### config.mk
export PLATFORM = sky130hd
export DESIGN_NAME = apb_toggle_arbiter
export DESIGN_NICKNAME = d
export VERILOG_FILES = /design/src/rtl/apb_toggle_arbiter.sv
export SDC_FILE = /design/constraint.sdc
export NUM_CORES = 1
export LEC_CHECK = 0
export ABC_AREA = 1
export CORE_UTILIZATION = 48
export DETAILED_ROUTE_END_ITERATION = 8
export DONT_BUFFER_PORTS = 1
export GPL_ROUTABILITY_DRIVEN = 0
export GPL_TIMING_DRIVEN = 0
export PLACE_DENSITY = 0.65
export SETUP_SLACK_MARGIN = 0.02
export SLEW_MARGIN = 20
export SYNTH_ARGS = -nofsm -noshare
export SYNTH_HDL_FRONTEND = slang
export SYNTH_SLANG_ARGS = --single-unit
### constraint.sdc
create_clock -name b_pclk -period 1.8 [get_ports b_pclk]
set_clock_uncertainty 0.15 [all_clocks]
set_input_delay 0.36 -clock b_pclk [delete_from_list [all_inputs] [get_ports b_pclk]]
set_output_delay 0.36 -clock b_pclk [all_outputs]
set_load 0.01 [all_outputs]
### src/rtl/apb_toggle_arbiter.sv
// Round-robin arbiter sharing one APB master port among NUM_REQ toggle-handshake requesters.
// Each request toggle is synchronized into b_pclk, arbitrated, and answered with an ack toggle.
module apb_toggle_arbiter #(
   parameter int unsigned NUM_REQ = 2,
   parameter int unsigned ADDR_WD = 32,
   parameter int unsigned DATA_WD = 32,
   parameter int unsigned STRB_WD = 4,
   parameter int unsigned PROT_WD = 3,
   parameter int unsigned TIMEOUT = 256
) (
   input  logic                         b_pclk,
   input  logic                         b_prst_n,
   input  logic [NUM_REQ-1:0]           req_tgl,
   input  logic [NUM_REQ-1:0]           req_write,
   input  logic [NUM_REQ*ADDR_WD-1:0]   req_addr,
   input  logic [NUM_REQ*DATA_WD-1:0]   req_wdata,
   input  logic [NUM_REQ*PROT_WD-1:0]   req_prot,
   input  logic [NUM_REQ*STRB_WD-1:0]   req_strb,
   output logic [NUM_REQ-1:0]           ack_tgl,
   output logic [NUM_REQ*DATA_WD-1:0]   rsp_rdata,
   output logic [NUM_REQ-1:0]           rsp_err,
   output logic                         busy,
   output logic                         b_psel,
   output logic                         b_penable,
   output logic                         b_pwrite,
   output logic [ADDR_WD-1:0]           b_paddr,
   output logic [DATA_WD-1:0]           b_pwdata,
   output logic [PROT_WD-1:0]           b_pprot,
   output logic [STRB_WD-1:0]           b_pstrb,
   input  logic [DATA_WD-1:0]           b_prdata,
   input  logic                         b_pready,
   input  logic                         b_pslverr
);

   localparam int unsigned PTR_WD = (NUM_REQ > 1) ? $clog2(NUM_REQ) : 1;
   localparam int unsigned CNT_WD = 16;
   localparam bit          TO_EN  = (TIMEOUT != 0);
   localparam logic [CNT_WD-1:0] TO_LIM = CNT_WD'(TIMEOUT);

   localparam logic [1:0] ST_IDLE   = 2'd0;
   localparam logic [1:0] ST_SETUP  = 2'd1;
   localparam logic [1:0] ST_ACCESS = 2'd2;

   logic [NUM_REQ-1:0]         sync1_q;
   logic [NUM_REQ-1:0]         sync2_q;
   logic [NUM_REQ-1:0]         edge_q;
   logic [NUM_REQ-1:0]         edge_c;

   logic [1:0]                 state_q,   state_nxt;
   logic [NUM_REQ-1:0]         pending_q, pending_nxt;
   logic [PTR_WD-1:0]          rr_q,      rr_nxt;
   logic [PTR_WD-1:0]          grant_q,   grant_nxt;
   logic [CNT_WD-1:0]          cnt_q,     cnt_nxt;

   logic                       psel_nxt;
   logic                       penable_nxt;
   logic                       pwrite_nxt;
   logic [ADDR_WD-1:0]         paddr_nxt;
   logic [DATA_WD-1:0]         pwdata_nxt;
   logic [PROT_WD-1:0]         pprot_nxt;
   logic [STRB_WD-1:0]         pstrb_nxt;
   logic [NUM_REQ-1:0]         ack_nxt;
   logic [NUM_REQ*DATA_WD-1:0] rdata_nxt;
   logic [NUM_REQ-1:0]         err_nxt;
   logic                       busy_nxt;

   logic                       found;
   logic [PTR_WD-1:0]          pick;
   int unsigned                idx;
   logic                       done;

   // Two-flop synchronizer plus an edge flop per request toggle
   always_ff @(posedge b_pclk or negedge b_prst_n) begin
      if (!b_prst_n) begin
         sync1_q <= '0;
         sync2_q <= '0;
         edge_q  <= '0;
      end else begin
         sync1_q <= req_tgl;
         sync2_q <= sync1_q;
         edge_q  <= sync2_q;
      end
   end

   assign edge_c = sync2_q ^ edge_q;

   // State and all registered outputs
   always_ff @(posedge b_pclk or negedge b_prst_n) begin
      if (!b_prst_n) begin
         state_q   <= ST_IDLE;
         pending_q <= '0;
         rr_q      <= '0;
         grant_q   <= '0;
         cnt_q     <= '0;
         b_psel    <= 1'b0;
         b_penable <= 1'b0;
         b_pwrite  <= 1'b0;
         b_paddr   <= '0;
         b_pwdata  <= '0;
         b_pprot   <= '0;
         b_pstrb   <= '0;
         ack_tgl   <= '0;
         rsp_rdata <= '0;
         rsp_err   <= '0;
         busy      <= 1'b0;
      end else begin
         state_q   <= state_nxt;
         pending_q <= pending_nxt;
         rr_q      <= rr_nxt;
         grant_q   <= grant_nxt;
         cnt_q     <= cnt_nxt;
         b_psel    <= psel_nxt;
         b_penable <= penable_nxt;
         b_pwrite  <= pwrite_nxt;
         b_paddr   <= paddr_nxt;
         b_pwdata  <= pwdata_nxt;
         b_pprot   <= pprot_nxt;
         b_pstrb   <= pstrb_nxt;
         ack_tgl   <= ack_nxt;
         rsp_rdata <= rdata_nxt;
         rsp_err   <= err_nxt;
         busy      <= busy_nxt;
      end
   end

   // Rotating search for the first pending requester at or above rr_q
   always_comb begin
      found = 1'b0;
      pick  = rr_q;
      idx   = 0;
      for (int unsigned k = 0; k < NUM_REQ; k++) begin
         idx = 32'(rr_q) + k;
         if (idx >= NUM_REQ) idx = idx - NUM_REQ;
         if (!found && pending_q[PTR_WD'(idx)]) begin
            found = 1'b1;
            pick  = PTR_WD'(idx);
         end
      end
   end

   // Next-state and next-output logic
   always_comb begin
      state_nxt   = state_q;
      pending_nxt = pending_q | edge_c;
      rr_nxt      = rr_q;
      grant_nxt   = grant_q;
      cnt_nxt     = cnt_q;
      psel_nxt    = b_psel;
      penable_nxt = b_penable;
      pwrite_nxt  = b_pwrite;
      paddr_nxt   = b_paddr;
      pwdata_nxt  = b_pwdata;
      pprot_nxt   = b_pprot;
      pstrb_nxt   = b_pstrb;
      ack_nxt     = ack_tgl;
      rdata_nxt   = rsp_rdata;
      err_nxt     = rsp_err;
      busy_nxt    = busy;
      done        = 1'b0;

      case (state_q)
         ST_IDLE: begin
            if (found) begin
               state_nxt   = ST_SETUP;
               grant_nxt   = pick;
               psel_nxt    = 1'b1;
               penable_nxt = 1'b0;
               busy_nxt    = 1'b1;
               pwrite_nxt  = req_write[pick];
               paddr_nxt   = req_addr[pick*ADDR_WD +: ADDR_WD];
               pwdata_nxt  = req_wdata[pick*DATA_WD +: DATA_WD];
               pprot_nxt   = req_prot[pick*PROT_WD +: PROT_WD];
               pstrb_nxt   = req_strb[pick*STRB_WD +: STRB_WD];
            end
         end
         ST_SETUP: begin
            state_nxt   = ST_ACCESS;
            penable_nxt = 1'b1;
            cnt_nxt     = '0;
         end
         ST_ACCESS: begin
            // pready takes precedence when it coincides with the timeout limit
            done = b_pready || (TO_EN && (cnt_q == TO_LIM));
            if (done) begin
               state_nxt   = ST_IDLE;
               psel_nxt    = 1'b0;
               penable_nxt = 1'b0;
               busy_nxt    = 1'b0;
               cnt_nxt     = '0;
               if (!b_pwrite) begin
                  rdata_nxt[grant_q*DATA_WD +: DATA_WD] = b_pready ? b_prdata : '0;
               end
               err_nxt[grant_q]     = b_pready ? b_pslverr : 1'b1;
               ack_nxt[grant_q]     = ~ack_tgl[grant_q];
               pending_nxt[grant_q] = 1'b0;
               rr_nxt = (grant_q == PTR_WD'(NUM_REQ - 1)) ? '0 : grant_q + PTR_WD'(1);
            end else begin
               cnt_nxt = cnt_q + CNT_WD'(1);
            end
         end
         default: begin
            state_nxt   = ST_IDLE;
            psel_nxt    = 1'b0;
            penable_nxt = 1'b0;
            busy_nxt    = 1'b0;
         end
      endcase
   end

endmodule

======== Word level (Yosys, flattened, before mapping) ========
Index checks and enable logic that the tools add are counted.
storage, ports and cells
  flip-flop bits (word level) ............. 170
  latch bits .............................. 0
  bits in writable memories ............... 0
  bits in read-only memories .............. 0
  bits of input ports ..................... 182
  output and inout port bits .............. 143
  memories kept ........................... 0
cells by class
  add/subtract/negate cells ............... 6
  $mul .................................... 1
  divide/modulo/power cells ............... 0
  order comparisons ....................... 7
  eq/ne operators ......................... 5
  shift-type cells ........................ 6
  muxes and demuxes ....................... 34
  bitwise logic cells ..................... 7
  reductions and logical operators ........ 11
operators by type and width
  cell                        count
  $shiftx A64 B7 Y32          2
  $bwmux W64                  1
  $shift A32 B34 Y64 const A  1
  $shiftx A32 B34 Y64         1
  $neg A6 Y34                 1
  $mux W32                    1
  $pmux W16 S2                1
  $mux W1                     20
  $add A16 B1 Y16 const B     1
  $eq A16 B9 Y1 const B       1
  $mux W16                    1
  $lt A1 B2 Y1 const B        4
  $mux W2                     4
  $shiftx A8 B4 Y4            1
  $pmux W1 S3                 2
  $pmux W2 S3                 1
  $reduce_and A2 Y1           3
  $reduce_and A3 Y1           2
  $shiftx A6 B4 Y3            1
  $bwmux W2                   2
  $ne A2 B2 Y1 const B        2
  $mul A1 B2 Y3 const B       1
  $not A1 Y1                  3
  $add A1 B1 Y2 const B       1
  17 further kinds            19

======== Logic depth before layout (Yosys ltp) ========
Gate-level depths: netlist of run 1.
  word-level depth ........................ 10
  gate-level depth with buffers ........... 11

======== Worst setup path after synthesis of run 1 ========
OpenSTA, ideal clock, no wires.
  path kind ............................... reg2reg
  start ................................... register, netlist name b_penable
  end ..................................... register cnt_q[15]
  arrival time ............................ 1660 ps
  required time ........................... 1533 ps
  slack ................................... -127 ps
  stages on the path, launching flop included .. 11
  path buffers ............................ 1
  path through ............................ dfrtp_1 inv_1 ha_1 buf_4 nand2_1 nor2_1 nand2_1 nor3_1 nand2_1 nor2_1 nor2_1
RTL lines
  element               line  text
  end signal, assigned  111   cnt_q <= cnt_nxt;
  end, declared         53    logic [CNT_WD-1:0] cnt_q, cnt_nxt;

======== Worst setup path after layout of run 1 ========
  start ................................... register cnt_q[0]
  end ..................................... register rsp_rdata[52]
between the ends
  cells in the longest elaborated chain, start to end .. 3
ends and longest elaborated chain
  element                      line  text
  $eq A16 B9 Y1                183   done = b_pready || (TO_EN && (cnt_q == TO_LIM));
  $logic_or A1 B1 Y1           183
  $reduce_and A3 Y1 (no line)  -
  end signal, assigned         120   rsp_rdata <= rdata_nxt;
  end, declared                20    output logic [NUM_REQ*DATA_WD-1:0] rsp_rdata,
No other way between the ends.
A chain may end at the register's enable or synchronous reset.

==> qor.yml, run 1 <==
fmax_mhz: 554
crit_slowest_cell: "dfrtp_1"
path_buf_inv: 3
grt_pass1_vias: 7327
cts.path.max_buffers: 2
cts_tree: "yes"
wirelength_mm: 27.6
min_period_ns: 1.80
clkLatencyLatePin_ns: 0.42
cp_max_fo: 9
cts.clk_slew.worst_paths_ns: 0.06
viasPerCell: 5.75
synth.ff_latch_count: 169
synth_fp_nets: 1131
reg2reg_from: "cnt_q[0]$_DFFE_PN0P_"
hold_class: "in2async"
synthToLayoutAreaGrowth_pct: 36.2
post-route-worst-setup-slack_ns: -0.00497
crit_family: "buffers and inverters"
n_fill_cell: 1305
yosysWarnings: 0
r2r_setup_slack_ns: -0.005
path_common_cell: "nand2_2"
syn_inst: 944
failed_checks: "negative hold slack, negative setup slack"
cp_cell_sequence: "inv_2 > ha_4 > nand2_2 > nor2_2 > nand2_2 > a21oi_4 > buf_8 > buf_6 > nand4_1 > nand2_1"
cts_made_buffers: 17
setup-violations-final: 2
crit_required_ns: 2.01
ios: 325
hold_violations: 169
root_buffer: "clkbuf_16"
multiInputGateArea_sq_um: 3310
start_util_pct: 49.1
port_buffers: 0
coreArea_sq_um: 15900
clock-sinks: 169
synth.distinct_cells: 24
end_kind: "flop"
drv_cap: 0
crit_start: "cnt_q[0]$_DFFE_PN0P_"
grt_pass1_wl_mm: 40.2
syn_area_per_cell_sq_um: 8.25
hold_slack_ns: -0.517
antenna_found_initial: 2
vias: 7711
ir_worst_vdd_mv: 1.01
drtPass1Iterations: 5
regArea_sq_um: 4230
fin_tns_setup_ns: -0.00855
timing.rr.end: "rsp_rdata[52]$_DFFE_PN0P_"
status: "finished with violations"
postRouteAntennaNets: 0
drcViolationCount: 0
final_layout_size_suffix_gt1_share_pct: 17.5
rsz0062_at_grt: "true"
drv_slew: 0
grt_usage_pct: 31.9
finalNetCount: 1297
finalNonFillerCells: 1340
post_drt_wl_per_cell_um: 20.6
pre_cts_slack_ns: -0.541
cellPowerDensity_nw_per_um2: 1790
placementRows: 46
dpl.cell_count: 1160
drt-initial-drc-count: 580
max_slew_margin_pct: 67.2
reg2regPathDepth: 10
p_leak_nw: 5.16
dp_hpwl_mm: 17.5
ctsHoldBuffers: 111
die_h_um: 129
htreeDepth: 4
grt_max_degree: 170
tightest_slew_ns: 0.492
period_share_pct: 100
start_kind: "flop"
worst_ep_arrival_time_ns: 2.01
synth_area_sq_um: 7790
gr-total-overflow: 0
yosysSeqAreaShare_pct: 54.3
die-area_sq_um: 16700
slowest_delay_ns: 0.40
path_class: "reg2reg"
die_x_um: 129
## per-layer routing
| layer | GRT usage (%) | share of wire (%) |
|---|---|---|
| met1 | 39.5 | 38 |
| met2 | 49.9 | 48 |
| met3 | 10.7 | 10 |
| met4 | 16.2 | 4.0 |
| met5 | 0 | 0 |
## area by class of cell
type / instances / share of cell area [%]
Tap cell: 216 / 2.55
Clock buffer: 22 / 4.37
Sequential cell: 169 / 39.9
Inverter: 56 / 2.02
Multi-Input combinational cell: 647 / 31.2
Antenna cell: 1 / 0.0236
Timing Repair Buffer: 148 / 13.8
Buffer: 71 / 4.77
Clock inverter: 10 / 1.34
## kinds of logic after synthesis
| group | share of synthesized area (%) |
|---|---|
| AND/OR/NAND/NOR | 22.8 |
| AO/OA/AOI/OAI | 14.0 |
| flip-flops | 54.3 |
| buffers and inverters | 7.05 |
| XOR/XNOR | 1.12 |
| adder cells (fa/ha/maj) | 0.803 |
## state kept, by name, indices dropped and copies added, names as in the netlist, 2 cells and up
register and cells:
rsp_rdata 64, ack_tgl 2, edge_q 2, cnt_q 16
sync1_q 2, sync2_q 2, rsp_err 2, b_paddr 32
b_pprot 3, b_pwdata 32, b_pstrb 4, pending_q 2
## synthesized netlist by cell type
library cell  number  area, sq um
o22ai_1            1         6.26
nor3_1             5         25.0
nand4_1           69          432
a21oi_2            1         8.76
or2_2              2         12.5
buf_6              4         45.0
ha_1               5         62.6
clkinv_1           1         3.75
nand3_1           21          105
or2_0              1         6.26
a21oi_1           89          445
clkbuf_1          36          135
o21ai_1            4         20.0
buf_1              7         26.3
nor2_1            46          173
inv_1             55          206
buf_4              3         22.5
nand2_2            1         6.26
nand2_1          270         1010
o21ai_0          122          611
xor2_1             7         61.3
buf_2             22          110
xnor2_1            3         26.3
dfrtp_1          169         4230
## report_power, final
part	internal (mW)	switching, mW	total [mW]
Combinational	2.82	4.58	7.40
Clock	2.26	1.54	3.81
Sequential	5.50	2.32	7.82
## repair_timing
item | in CTS | in global routing
cloned | 5 | 4
endpoints found under the hold margin | 242 | 169
buffers inserted | 14 | 14
pin swaps | 14 | 32
resized for setup | 72 | 146
setup endpoints to repair | 158 | 155
## placed cells by master (no fill, tap or decap), drive strengths merged, types with 7 or more instances in the layout
cell / instances
o21ai: 126
xor2: 7
nand3: 21
nand4: 69
nor2: 46
buf: 66
clkbuf: 64
inv: 56
dlygate4sd3: 111
nand2: 271
a21oi: 90
dfrtp: 169
## metrics by stage
stage	utilization [%]	area [sq um]	hold WS, ns	total power, mW
finish	66.8	10600	-0.517	19.0
detailed placement	51.0	8100	-0.0769	13.5
global placement	51.0	8100	-0.0770	13.3
global route	66.8	10600	-0.541	20.1
CTS	63.9	10200	-0.538	17.9
floorplan	-	7830	-0.0856	11.4
## worst register-to-register path, cell delays in order (launching register included)
cell	delay [ns]
dfrtp_1	0.40
inv_2	0.09
ha_4	0.13
nand2_2	0.06
nor2_2	0.09
nand2_2	0.10
a21oi_4	0.22
buf_8	0.20
buf_6	0.13
nand4_1	0.07
nand2_1	0.10
## worst max path at each step
| stage | endpoint | slack (ns) | cells past startpoint |
|---|---|---|---|
| 3_3_place_gp | b_paddr[28]$_DFFE_PN0P_ | -0.56 | 8 |
| 4_1_cts | cnt_q[15]$_DFFE_PN0P_ | -0.05 | 11 |
| 3_5_place_dp | b_pwrite$_DFFE_PN0P_ | -0.54 | 7 |
| 5_1_grt | rsp_rdata[52]$_DFFE_PN0P_ | -0.08 | 9 |
| 6_report | rsp_rdata[52]$_DFFE_PN0P_ | -0.005 | 10 |
| 2_1_floorplan | cnt_q[12]$_DFFE_PN0P_ | 0.005 | 10 |
Note: power is estimated with default switching activity, not from simulation.
==> run 2: changes to the inputs <==
- HOLD_SLACK_MARGIN: default -> 0.02
- PLACE_DENSITY: 0.65 -> default
- SKIP_CTS_REPAIR_TIMING: default -> 1
- clock period: 1.8 -> 2.3 ns (I/O delays scaled with it)
==> run 2 against run 1 <==
The flow finishes with violations (negative hold slack). Routed wire length down 14%. Die area unchanged. Sequential cell count unchanged. Combinational power down 40%. Worst hold slack better by 0.10 ns. Final area down 18%. Cell count down 11%. Clock-buffer cell count unchanged. Critical path depth down 3. Sequential share of layout area up 8.8 points. Total power down 30%. Utilization down 12 points. Critical path type unchanged.
==> qor.yml, run 2 (synthesis results as in run 1) <==
die_x_um: 129
fmax_mhz: 483
antenna_found_initial: 2
cts_tree: "yes"
coreArea_sq_um: 15900
placementRows: 46
path_class: "reg2reg"
wirelength_mm: 23.9
start_kind: "flop"
clkLatencyLatePin_ns: 0.42
p_leak_nw: 4.28
die-area_sq_um: 16700
postRouteAntennaNets: 0
viasPerCell: 5.62
drv_slew: 0
tightest_slew_ns: 0.525
final_common_cell: "nand2_1"
path_buf_inv: 3
cts.path.max_buffers: 2
status: "finished with violations"
cts.clk_slew.worst_paths_ns: 0.07
hold_class: "in2async"
period_share_pct: 90.1
final_layout_size_suffix_gt1_share_pct: 7.57
crit_required_ns: 2.50
slowest_delay_ns: 0.45
port_buffers: 0
cp_max_fo: 10
htreeDepth: 4
min_period_ns: 2.07
largest_reg_flops: 64
clock-sinks: 169
grt_usage_pct: 28.0
max_slew_margin_pct: 65.0
crit_family: "buffers and inverters"
ir_worst_vdd_mv: 0.609
stdcell_area_sq_um: 8690
die_h_um: 129
post_drt_wl_per_cell_um: 19.9
top_regs: "rsp_rdata: 64 flops, b_paddr: 32 flops, b_pwdata: 32 flops"
vias: 6732
hold_slack_ns: -0.415
grt_pass1_vias: 6337
end_kind: "flop"
final_cell_mix: "270 x nand2_1, 168 x dfrtp_1, 122 x o21ai_0"
utilization_pct: 54.7
start_util_pct: 49.1
drt-initial-drc-count: 399
rsz0062_at_grt: "false"
ios: 325
drtPass1Iterations: 5
finalNetCount: 1152
grt_pass1_wl_mm: 35.1
dp_hpwl_mm: 17.2
drcViolationCount: 0
synthToLayoutAreaGrowth_pct: 11.5
cellPowerDensity_nw_per_um2: 1530
p_total_mw: 13.3
cts_made_buffers: 17
root_buffer: "clkbuf_16"
regMostFlops: "rsp_rdata"
grt_max_degree: 170
placed_area_sq_um: 8060
failed_checks: "negative hold slack"
worst_ep_arrival_time_ns: 2.27
gr-total-overflow: 0
hold_violations: 169
drv_cap: 0
setup-violations-final: 0
fin_tns_setup_ns: 0
path_common_cell: "o21ai_0"
crit_slowest_cell: "clkbuf_1"
cp_cell_sequence: "inv_1 > ha_1 > o21ai_0 > buf_2 > clkbuf_1 > nand2_1 > o21ai_0"
run 2: cell types whose count changed in the layout (fill, tap and decap cells not counted), moves of 18 or more:
cell           previous run  this run
nand2_1                 228       270
nand2_2                  28         1
o21ai_1                  22         4
o21ai_0                 103       122
buf_4                    34         3
buf_6                    22         4
dlygate4sd3_1           111         2
run 2: through the flow:
stage,instances,setup slack [ns],hold WS (ns)
after detailed placement,1160,0.0161,0.0215
after floorplan,944,0.373,0.0144
final,1198,0.228,-0.415
after global routing,1196,0.0242,-0.435
after global placement,1160,0.0464,0.0212
after CTS,1192,-0.0118,-0.427
run 2: cell type report:
cell class	count	area, sq um
timing repair buffer	2	20.0
clock buffer	22	484
antenna	4	10.0
fill	1575	7200
tap	216	270
inverter	56	210
clock inverter	10	93.8
multi-input combinational	647	3020
buffer	72	347
sequential	169	4230
run 2: path summary, 6_finish.rpt:
kind                                            start                       end  slack (ns)  cells past startpoint
worst max-delay path            b_penable$_DFFE_PN0P_  b_pwdata[25]$_DFFE_PN0P_        0.23                      7
worst min-delay path                         b_prst_n    rsp_err[0]$_DFFE_PN0P_       -0.41                      0
worst max register to register  b_penable$_DFFE_PN0P_  b_pwdata[25]$_DFFE_PN0P_        0.23                      7
worst min register to register   sync1_q[0]$_DFF_PN0_      sync2_q[0]$_DFF_PN0_        0.20                      0
max in group asynchronous                    b_prst_n   b_pwdata[3]$_DFFE_PN0P_        2.23                      0
min in group b_pclk                      req_addr[54]   b_paddr[22]$_DFFE_PN0P_        0.04                      2
run 2: worst register-to-register path: cells and delay by family, from the launching register on:
family                     cells  cell delay, ns
AOI/OAI and AO/OA              2            0.27
adders and majority gates      1            0.20
and+or+nand+nor                1            0.11
buffers and inverters          3            0.84
DFF                            1            0.42
run 2: layer usage:
metal | vias up | share of wire (%) | track usage (%)
met5 | - | 0 | 0
li1 | 3190 | - | -
met2 | 286 | 48 | 44.9
met4 | 0 | 3.0 | 12.4
met3 | 45 | 8.2 | 8.71
met1 | 3211 | 41 | 34.9
run 2: power breakdown:
group | switching (mW) | internal [mW]
clock network | 1.19 | 1.61
registers | 1.71 | 4.30
logic | 3.02 | 1.42
==> run 3: changes to the inputs <==
- CTS_CLUSTER_DIAMETER: default -> 120
- MAX_ROUTING_LAYER: default -> met4
==> run 3 against run 2 <==
The run still ends with negative hold slack left. Combinational power is essentially flat. Register-to-register slack about the same. Fmax about the same. Largest power group unchanged.
==> qor.yml, run 3 (synthesis results as in run 1) <==
path_class: "reg2reg"
path_buf_inv: 4
placementRows: 46
drt-initial-drc-count: 427
cp_max_fo: 10
viasPerCell: 5.57
die_x_um: 129
path_common_cell: "o21ai_0"
p_leak_nw: 4.28
stdcell_area_sq_um: 8690
dp_hpwl_mm: 17.2
placed_area_sq_um: 8060
cts_tree: "yes"
cts.clk_slew.worst_paths_ns: 0.07
period_share_pct: 90.1
crit_slowest_cell: "dfrtp_2"
cp_cell_sequence: "inv_1 > ha_1 > o21ai_0 > inv_1 > buf_2 > buf_2 > o21ai_0 > o21ai_0"
drcViolationCount: 0
ir_worst_vdd_mv: 0.608
drv_cap: 0
drtPass1Iterations: 5
htreeDepth: 4
hold_violations: 169
reg2reg_from: "b_penable$_DFFE_PN0P_"
status: "finished with violations"
setup-violations-final: 0
die_h_um: 129
antenna_found_initial: 2
crit_required_ns: 2.47
p_total_mw: 13.3
postRouteAntennaNets: 0
drv_slew: 0
min_period_ns: 2.07
slowest_delay_ns: 0.45
wirelength_mm: 23.8
end_kind: "flop"
synthToLayoutAreaGrowth_pct: 11.5
ios: 325
vias: 6684
hold_class: "in2async"
tightest_slew_ns: 0.524
die-area_sq_um: 16700
pre_cts_slack_ns: 0.0161
post-route-worst-setup-slack_ns: 0.227
final_cell_mix: "270 x nand2_1, 168 x dfrtp_1, 122 x o21ai_0"
fmax_mhz: 482
largest_reg_flops: 64
cts_made_buffers: 17
cellPowerDensity_nw_per_um2: 1530
regMostFlops: "rsp_rdata"
gr-total-overflow: 0
hold_slack_ns: -0.416
post_drt_wl_per_cell_um: 19.8
coreArea_sq_um: 15900
grt_max_degree: 170
worst_ep_arrival_time_ns: 2.24
rsz0062_at_grt: "false"
grt_pass1_vias: 6347
start_util_pct: 49.1
failed_checks: "negative hold slack"
start_kind: "flop"
crit_family: "buffers and inverters"
top_regs: "rsp_rdata: 64 flops, b_paddr: 32 flops, b_pwdata: 32 flops"
grt_usage_pct: 28.9
finalNetCount: 1152
clock-sinks: 169
cts.path.max_buffers: 2
root_buffer: "clkbuf_16"
reg2regPathDepth: 8
grt_pass1_wl_mm: 35.0
crit_start: "b_penable$_DFFE_PN0P_"
final_common_cell: "nand2_1"
clkLatencyLatePin_ns: 0.42
crit_cells: 8
final_layout_size_suffix_gt1_share_pct: 7.57
max_slew_margin_pct: 65.1
port_buffers: 0
## run 3: cell types whose count changed in the layout (fill, tap and decap cells not counted)
cell	before	now
diode_2	4	5
## run 3: path summary, 6_finish.rpt
path | slack, ns | to
worst min register to register | 0.20 | sync2_q[0]$_DFF_PN0_
worst max-delay path | 0.23 | b_pwdata[16]$_DFFE_PN0P_
max in group asynchronous | 2.22 | b_paddr[15]$_DFFE_PN0P_
min in group b_pclk | 0.04 | b_paddr[22]$_DFFE_PN0P_
worst min-delay path | -0.42 | rsp_err[0]$_DFFE_PN0P_
worst max register to register | 0.23 | b_pwdata[16]$_DFFE_PN0P_
## run 3: report_power, final
group	total [mW]	internal, mW	switching [mW]	leakage (nW)
Combinational	4.45	1.42	3.02	1.87
Sequential	6.01	4.30	1.71	2.13
Clock	2.80	1.61	1.19	0.278
Total	13.3	7.33	5.92	4.28
## run 3: final cells by class
class                      instances  area, sq um
inverter                          56          210
clock buffer                      22          484
clock inverter                    10         93.8
multi-input combinational        647         3020
sequential                       169         4230
timing repair buffer               2         20.0
fill                            1576         7190
antenna                            5         12.5
buffer                            72          347
tap                              216          270
## run 3: metrics by stage
step	instances	setup TNS [ns]	util, %
2_1_floorplan	944	0	-
3_5_place_dp	1160	0	50.8
4_1_cts	1192	-0.0156	54.4
6_report	1199	0	54.7
3_3_place_gp	1160	0	50.8
5_1_grt	1196	0	54.7
## run 3: layer usage
metal  vias up  track usage [%]  routed length (um)
li1       3189                -                   -
met1      3199             35.2                9630
met2       258             45.0               11600
met3        38             8.13                1850
met4         0             12.4                 671
met5         -                -                   0
